## src/rtl/baccarat_hand_dealer.sv

```systemverilog
`timescale 1ns/1ps
// baccarat_hand_dealer: holds one baccarat hand of up to three cards. Each
// card is drawn from a free-running 1..13 rank counter when requested, and
// the hand score (sum of card values mod 10) is kept in a register.
// Optional build macro BACCARAT_HAND_FORCE_EN adds force_en/force_card so a
// chosen rank can be loaded in place of the counter value.
module baccarat_hand_dealer #(
    parameter int DRAW_CYCLES = 4,
    parameter int SEED        = 1
) (
    input  logic       slow_clock,
    input  logic       resetb,
    input  logic       deal_req,
    input  logic       clear_hand,
`ifdef BACCARAT_HAND_FORCE_EN
    input  logic       force_en,
    input  logic [3:0] force_card,
`endif
    output logic [3:0] card1,
    output logic [3:0] card2,
    output logic [3:0] card3,
    output logic [1:0] num_cards,
    output logic [3:0] score,
    output logic       deal_ack,
    output logic       deal_err
);

    localparam logic [3:0] SEED_RANK  = (SEED >= 1 && SEED <= 13) ? 4'(SEED) : 4'd1;
    localparam logic [3:0] DRAW_START = 4'(DRAW_CYCLES - 1);

    typedef enum logic [2:0] {IDLE, DRAW, LOAD, SCORE, ACK} state_t;

    state_t     state, state_nxt;
    logic [3:0] draw_cnt, draw_cnt_nxt;
    logic [3:0] rank;
    logic [3:0] load_val;
    logic [4:0] sum;
    logic [4:0] sum_mod;

    // Baccarat value of a rank: pips count face value, tens and faces count zero.
    function automatic logic [4:0] card_value(input logic [3:0] r);
        return (r >= 4'd1 && r <= 4'd9) ? {1'b0, r} : 5'd0;
    endfunction

    // Rank counter runs in every state, wrapping 13 -> 1, never showing 0.
    always_ff @(posedge slow_clock or negedge resetb) begin
        if (!resetb)            rank <= SEED_RANK;
        else if (rank >= 4'd13) rank <= 4'd1;
        else                    rank <= rank + 4'd1;
    end

    // Next-state logic. DRAW leaves when the decremented count reaches zero,
    // so together with LOAD the card lands DRAW_CYCLES edges after the
    // request was sampled; a one-cycle draw skips DRAW entirely.
    always_comb begin
        state_nxt    = state;
        draw_cnt_nxt = draw_cnt;
        case (state)
            IDLE: begin
                if (deal_req && num_cards != 2'd3) begin
                    draw_cnt_nxt = DRAW_START;
                    state_nxt    = (DRAW_CYCLES <= 1) ? LOAD : DRAW;
                end
            end
            DRAW: begin
                draw_cnt_nxt = draw_cnt - 4'd1;
                if (draw_cnt <= 4'd1) state_nxt = LOAD;
            end
            LOAD:    state_nxt = SCORE;
            SCORE:   state_nxt = ACK;
            ACK:     state_nxt = IDLE;
            default: state_nxt = IDLE;
        endcase
        if (clear_hand) begin
            state_nxt    = IDLE;
            draw_cnt_nxt = 4'd0;
        end
    end

    // FSM state and draw counter registers.
    always_ff @(posedge slow_clock or negedge resetb) begin
        if (!resetb) begin
            state    <= IDLE;
            draw_cnt <= 4'd0;
        end else begin
            state    <= state_nxt;
            draw_cnt <= draw_cnt_nxt;
        end
    end

    // Value written into the next free slot; forced ranks outside 1..13 load as ace.
    always_comb begin
        load_val = rank;
`ifdef BACCARAT_HAND_FORCE_EN
        if (force_en) begin
            load_val = (force_card == 4'd0 || force_card > 4'd13) ? 4'd1 : force_card;
        end
`endif
    end

    // Hand score: 5-bit sum (max 27) reduced modulo 10.
    always_comb begin
        sum     = card_value(card1) + card_value(card2) + card_value(card3);
        sum_mod = sum;
        if (sum >= 5'd20)      sum_mod = sum - 5'd20;
        else if (sum >= 5'd10) sum_mod = sum - 5'd10;
    end

    // Hand registers and one-cycle status pulses; clear_hand overrides everything.
    always_ff @(posedge slow_clock or negedge resetb) begin
        if (!resetb) begin
            card1     <= 4'd0;
            card2     <= 4'd0;
            card3     <= 4'd0;
            num_cards <= 2'd0;
            score     <= 4'd0;
            deal_ack  <= 1'b0;
            deal_err  <= 1'b0;
        end else if (clear_hand) begin
            card1     <= 4'd0;
            card2     <= 4'd0;
            card3     <= 4'd0;
            num_cards <= 2'd0;
            score     <= 4'd0;
            deal_ack  <= 1'b0;
            deal_err  <= 1'b0;
        end else begin
            deal_ack <= 1'b0;
            deal_err <= 1'b0;
            case (state)
                IDLE: begin
                    if (deal_req && num_cards == 2'd3) deal_err <= 1'b1;
                end
                LOAD: begin
                    case (num_cards)
                        2'd0:    card1 <= load_val;
                        2'd1:    card2 <= load_val;
                        2'd2:    card3 <= load_val;
                        default: ;
                    endcase
                    num_cards <= num_cards + 2'd1;
                end
                SCORE: begin
                    score    <= sum_mod[3:0];
                    deal_ack <= 1'b1;
                end
                default: ;
            endcase
        end
    end

endmodule

```

## config.mk

```make
export PLATFORM = sky130hd
export DESIGN_NAME = baccarat_hand_dealer
export DESIGN_NICKNAME = d
export VERILOG_FILES = /design/src/rtl/baccarat_hand_dealer.sv
export SDC_FILE = /design/constraint.sdc
export NUM_CORES = 1
export LEC_CHECK = 0
export CORE_MARGIN = 10
export CORE_UTILIZATION = 55
export DETAILED_ROUTE_END_ITERATION = 16
export GPL_ROUTABILITY_DRIVEN = 0
export PLACE_DENSITY = 0.83
export SETUP_SLACK_MARGIN = 0.4
export SYNTH_ARGS = -nofsm -noshare
export SYNTH_HDL_FRONTEND = slang
export SYNTH_SLANG_ARGS = --single-unit
```

## constraint.sdc

```tcl
create_clock -name slow_clock -period 3.54 [get_ports slow_clock]
set_input_delay 0.354 -clock slow_clock [delete_from_list [all_inputs] [get_ports slow_clock]]
set_output_delay 0.354 -clock slow_clock [all_outputs]
set_load 0.005 [all_outputs]
```

==> Implementation_results.wiki <==
{| class="wikitable"
! Metric !! Value
|-
| Result of the run || finished clean
|-
| Total congestion overflow after global routing || 0
|-
| Buffer cell driving the clock tree root || clkbuf_4
|-
| Die Span Y || 79.9 um
|-
| Synth area leaders || dfrtp_1 (38%), ha_1 (9.5%), mux2i_1 (7.1%), nor2_1 (5.1%), fa_1 (5.1%)
|-
| Number of maximum-capacitance violations || 0
|-
| Proportion of register bits with asynchronous set or reset after synthesis || 1.00
|-
| Leakage dissipation || 1.12 nW
|-
| DRT iter0 DRCs || 73
|-
| Avg WL per Cell || 16.4 um
|-
| Post-route DRC violation count || 0
|-
| Share of the yosys chip area belonging to registers || 0.394
|-
| Total routing resource utilization after global routing || 0.140
|-
| Number of standard cells in the layout, taps in and fillers out || 286
|-
| Sequential share of power || 0.439
|-
| Post-Route Setup TNS || 0 ps
|-
| Number of standard-cell rows in the floorplan || 21
|-
| Vias per std cell || 5.48
|-
| Synthesis-to-layout area growth || 25.5%
|-
| Max Fclk || 322 MHz
|-
| EDFF count, synth || 0
|-
| Total number of nets in the final design || 263
|-
| Share of layout cells above drive strength 1 || 0.204
|-
| Switch Pwr || roughly 0.37 mW
|-
| Number of global-route vias before repair || 1,463
|-
| Worst-Skew Late Latency || 340 ps
|-
| Crit path required time || 3780 ps
|-
| Maximum number of pins on one net before global-route repair || 32
|-
| 1st-pass router iterations || 4
|-
| Total of fill cells in the finished design || between 200 and 250
|-
| Maximum clock insertion buffer count || 2
|-
| Die outline width || 79.9 um
|-
| Count of nets left with antenna violations after detail routing || 0
|-
| Data arrival time of the worst path || 3340 ps
|-
| # setup viols final || 0
|-
| Placed Instance Area || 2240 um2
|-
| Post-placement cell count || 265
|-
| Endpoint class of the critical path || register
|-
| Period utilization || 0.876
|-
| Category of the most critical setup path || register to register
|-
| Reg2Reg Launch Point || card2[1]
|-
| Clock Sinks || 31
|-
| Minimum setup slack among reg-to-reg paths || ~440 ps
|-
| Clock Skew || 11.6 ps
|-
| Yosys Warn Count || 0
|-
| Quantity of hold-fixing buffers added after cts || 0
|-
| Most numerous cell in the Yosys netlist || dfrtp_1
|-
| Final min period || 3100 ps
|-
| Clock slew at reported path FFs || ~100 ps
|-
| Overall die area || ~6400 um2
|-
| HPWL after DPL || 3.07 mm
|-
| Switching Fraction || 0.356
|-
| Total via count in the routed design || 1,567
|-
| Leading post-synthesis cells by instance count || dfrtp_1 (30), nor2_1 (27), inv_1 (16)
|-
| Startpoint Class || register
|-
| Combinational fraction of design power || 0.349
|-
| Synthesized net count || 226
|-
| Class of the tightest hold or removal check || input port to async pin
|-
| Number of standard cells after synthesis || 202
|-
| Number of clock buffers inserted by TritonCTS || 5
|-
| Actual slew at the worst max-slew pin || 754 ps
|-
| Depth of the most critical reg-to-reg path || 11
|-
| Post-synth design cell area || between 1500 and 2000 um2
|-
| Total count of hold-check failures in the final report || 0
|-
| Effective utilization at floorplan || 0.583
|-
| Number of levels in the clock H-tree || 2
|-
| Yosys top cell area share || 0.380
|-
| Clk network pwr share || 0.212
|-
| Area of all placed cells without fillers || 2480 um2
|-
| Internal power || roughly 0.67 mW
|-
| Pwr/cell area || 420 nW/um2
|-
| Worst rel slew slack || 0.496
|-
| Clock tree from TritonCTS || built
|-
| Core region area || 3390 um2
|-
| Largest vdd supply drop || roughly 230 uV
|-
| Ports placed on the boundary || 24
|-
| RR Endpoint || score[2]
|-
| Antenna violations before repair || 0
|-
| Number of diodes added for antenna fixing || 0
|-
| Max Slew Vio Count || 0
|-
| Cell type with the highest aggregate area in the netlist || dfrtp_1
|-
| Total wire length || 4.68 mm
|-
| Global-route wire length before repair || 7.10 mm
|-
| Setup repair after global routing missed its margin || false
|-
| Maximum fanout encountered on the critical timing path || 5
|-
| Leading register cell type out of synthesis || dfrtp_1
|-
| Average instance area after synthesis || 9.77 um2
|-
| Register bit count reported by yosys || 31
|-
| Number of library cell types mapped by synthesis || 45
|-
| Final-layout worst hold slack || 388 ps
|-
| Port Buf Inserts || 23
|}
## worst max path at each step
stage	start	endpoint	slack [ps]	depth (start not counted)
floorplan	card1[1]	score[1]	490	11
CTS	card1[1]	score[2]	460	11
global placement	card1[1]	score[2]	350	11
finish	card2[1]	score[2]	440	11
detailed placement	card1[1]	score[2]	270	11
global route	card1[2]	score[2]	340	12
## state kept, by name, indices dropped and copies added (netlist names)
| register | flops |
|---|---|
| num_cards | 2 |
| score | 4 |
| deal_err | 1 |
| card1 | 4 |
| load_val | 4 |
| draw_cnt | 4 |
| card2 | 4 |
| deal_ack | 1 |
| state | 3 |
| card3 | 4 |
## repair_timing
| item | in CTS | in global routing |
|---|---|---|
| pin swaps | 3 | 10 |
| gates resized for setup | 2 | 24 |
| endpoints found under the setup margin | 2 | 2 |
| buffers inserted | 2 | 11 |
## critical path, stage by stage (launching register included)
cell,delay (ps)
dfrtp_1,470
nor2b_2,220
fa_1,470
ha_4,190
fa_2,600
inv_2,80
ha_4,170
nand2_4,50
a22oi_2,80
nor3_4,240
mux2i_1,110
a221o_1,320
## per-layer routing
layer  track usage  vias up  wire (um)
met5             0        -          0
met4        0.0634        0         77
met3        0.0338        7        243
met2         0.223       33       2330
met1         0.173      757       2040
li1              -      770          -
## logic make-up (layout without fill, tap and decap cells)
kind of cell    after synthesis  after routing  synth area share
simple gates                 75             75             0.196
compound gates               34             34             0.122
flops                        31             31             0.394
buf+inv                      23             61            0.0469
fa+ha+maj                    20             20             0.146
mux                          16             16            0.0824
xor+xnor                      3              3            0.0133
## layout make-up
cell class / count / area, um2 / area share
clock inverter: 1 / 5.00 / 0.00202
inverter: 16 / 60.1 / 0.0242
sequential: 31 / 779 / 0.315
tap: 46 / 57.6 / 0.0232
timing repair buffer: 37 / 339 / 0.137
clock buffer: 7 / 55.1 / 0.0222
multi-input combinational: 148 / 1180 / 0.477
## power by group through the flow
stage	registers [mW]	logic, mW	clock network (mW)
after CTS	0.453	0.328	0.225
after global placement	0.458	0.308	0
after detailed placement	0.458	0.315	0
final	0.457	0.363	0.221
after floorplan	0.432	0.251	0
after global routing	0.467	0.401	0.240
## layout by cell type (no fill, tap or decap), types with 4 or more instances in the layout
cell type and n:
ha_1 10, fa_1 4, nor2b_1 4, clkbuf_4 5, nand3_1 5, and2_1 5
o21ai_0 7, nor2_1 27, inv_1 14, buf_4 13, clkdlybuf4s50_1 23, mux2i_1 14
dfrtp_1 28, nand2_1 12, a21oi_1 7
## through the flow
stage | power (mW) | worst slack (ps) | util
2_1_floorplan | 0.683 | 488 | -
3_3_place_gp | 0.766 | 350 | 0.660
3_5_place_dp | 0.773 | 266 | 0.660
4_1_cts | 1.01 | 456 | 0.685
5_1_grt | 1.11 | 344 | 0.731
6_report | 1.04 | 439 | 0.731
Power figures use the tool's default switching activity.
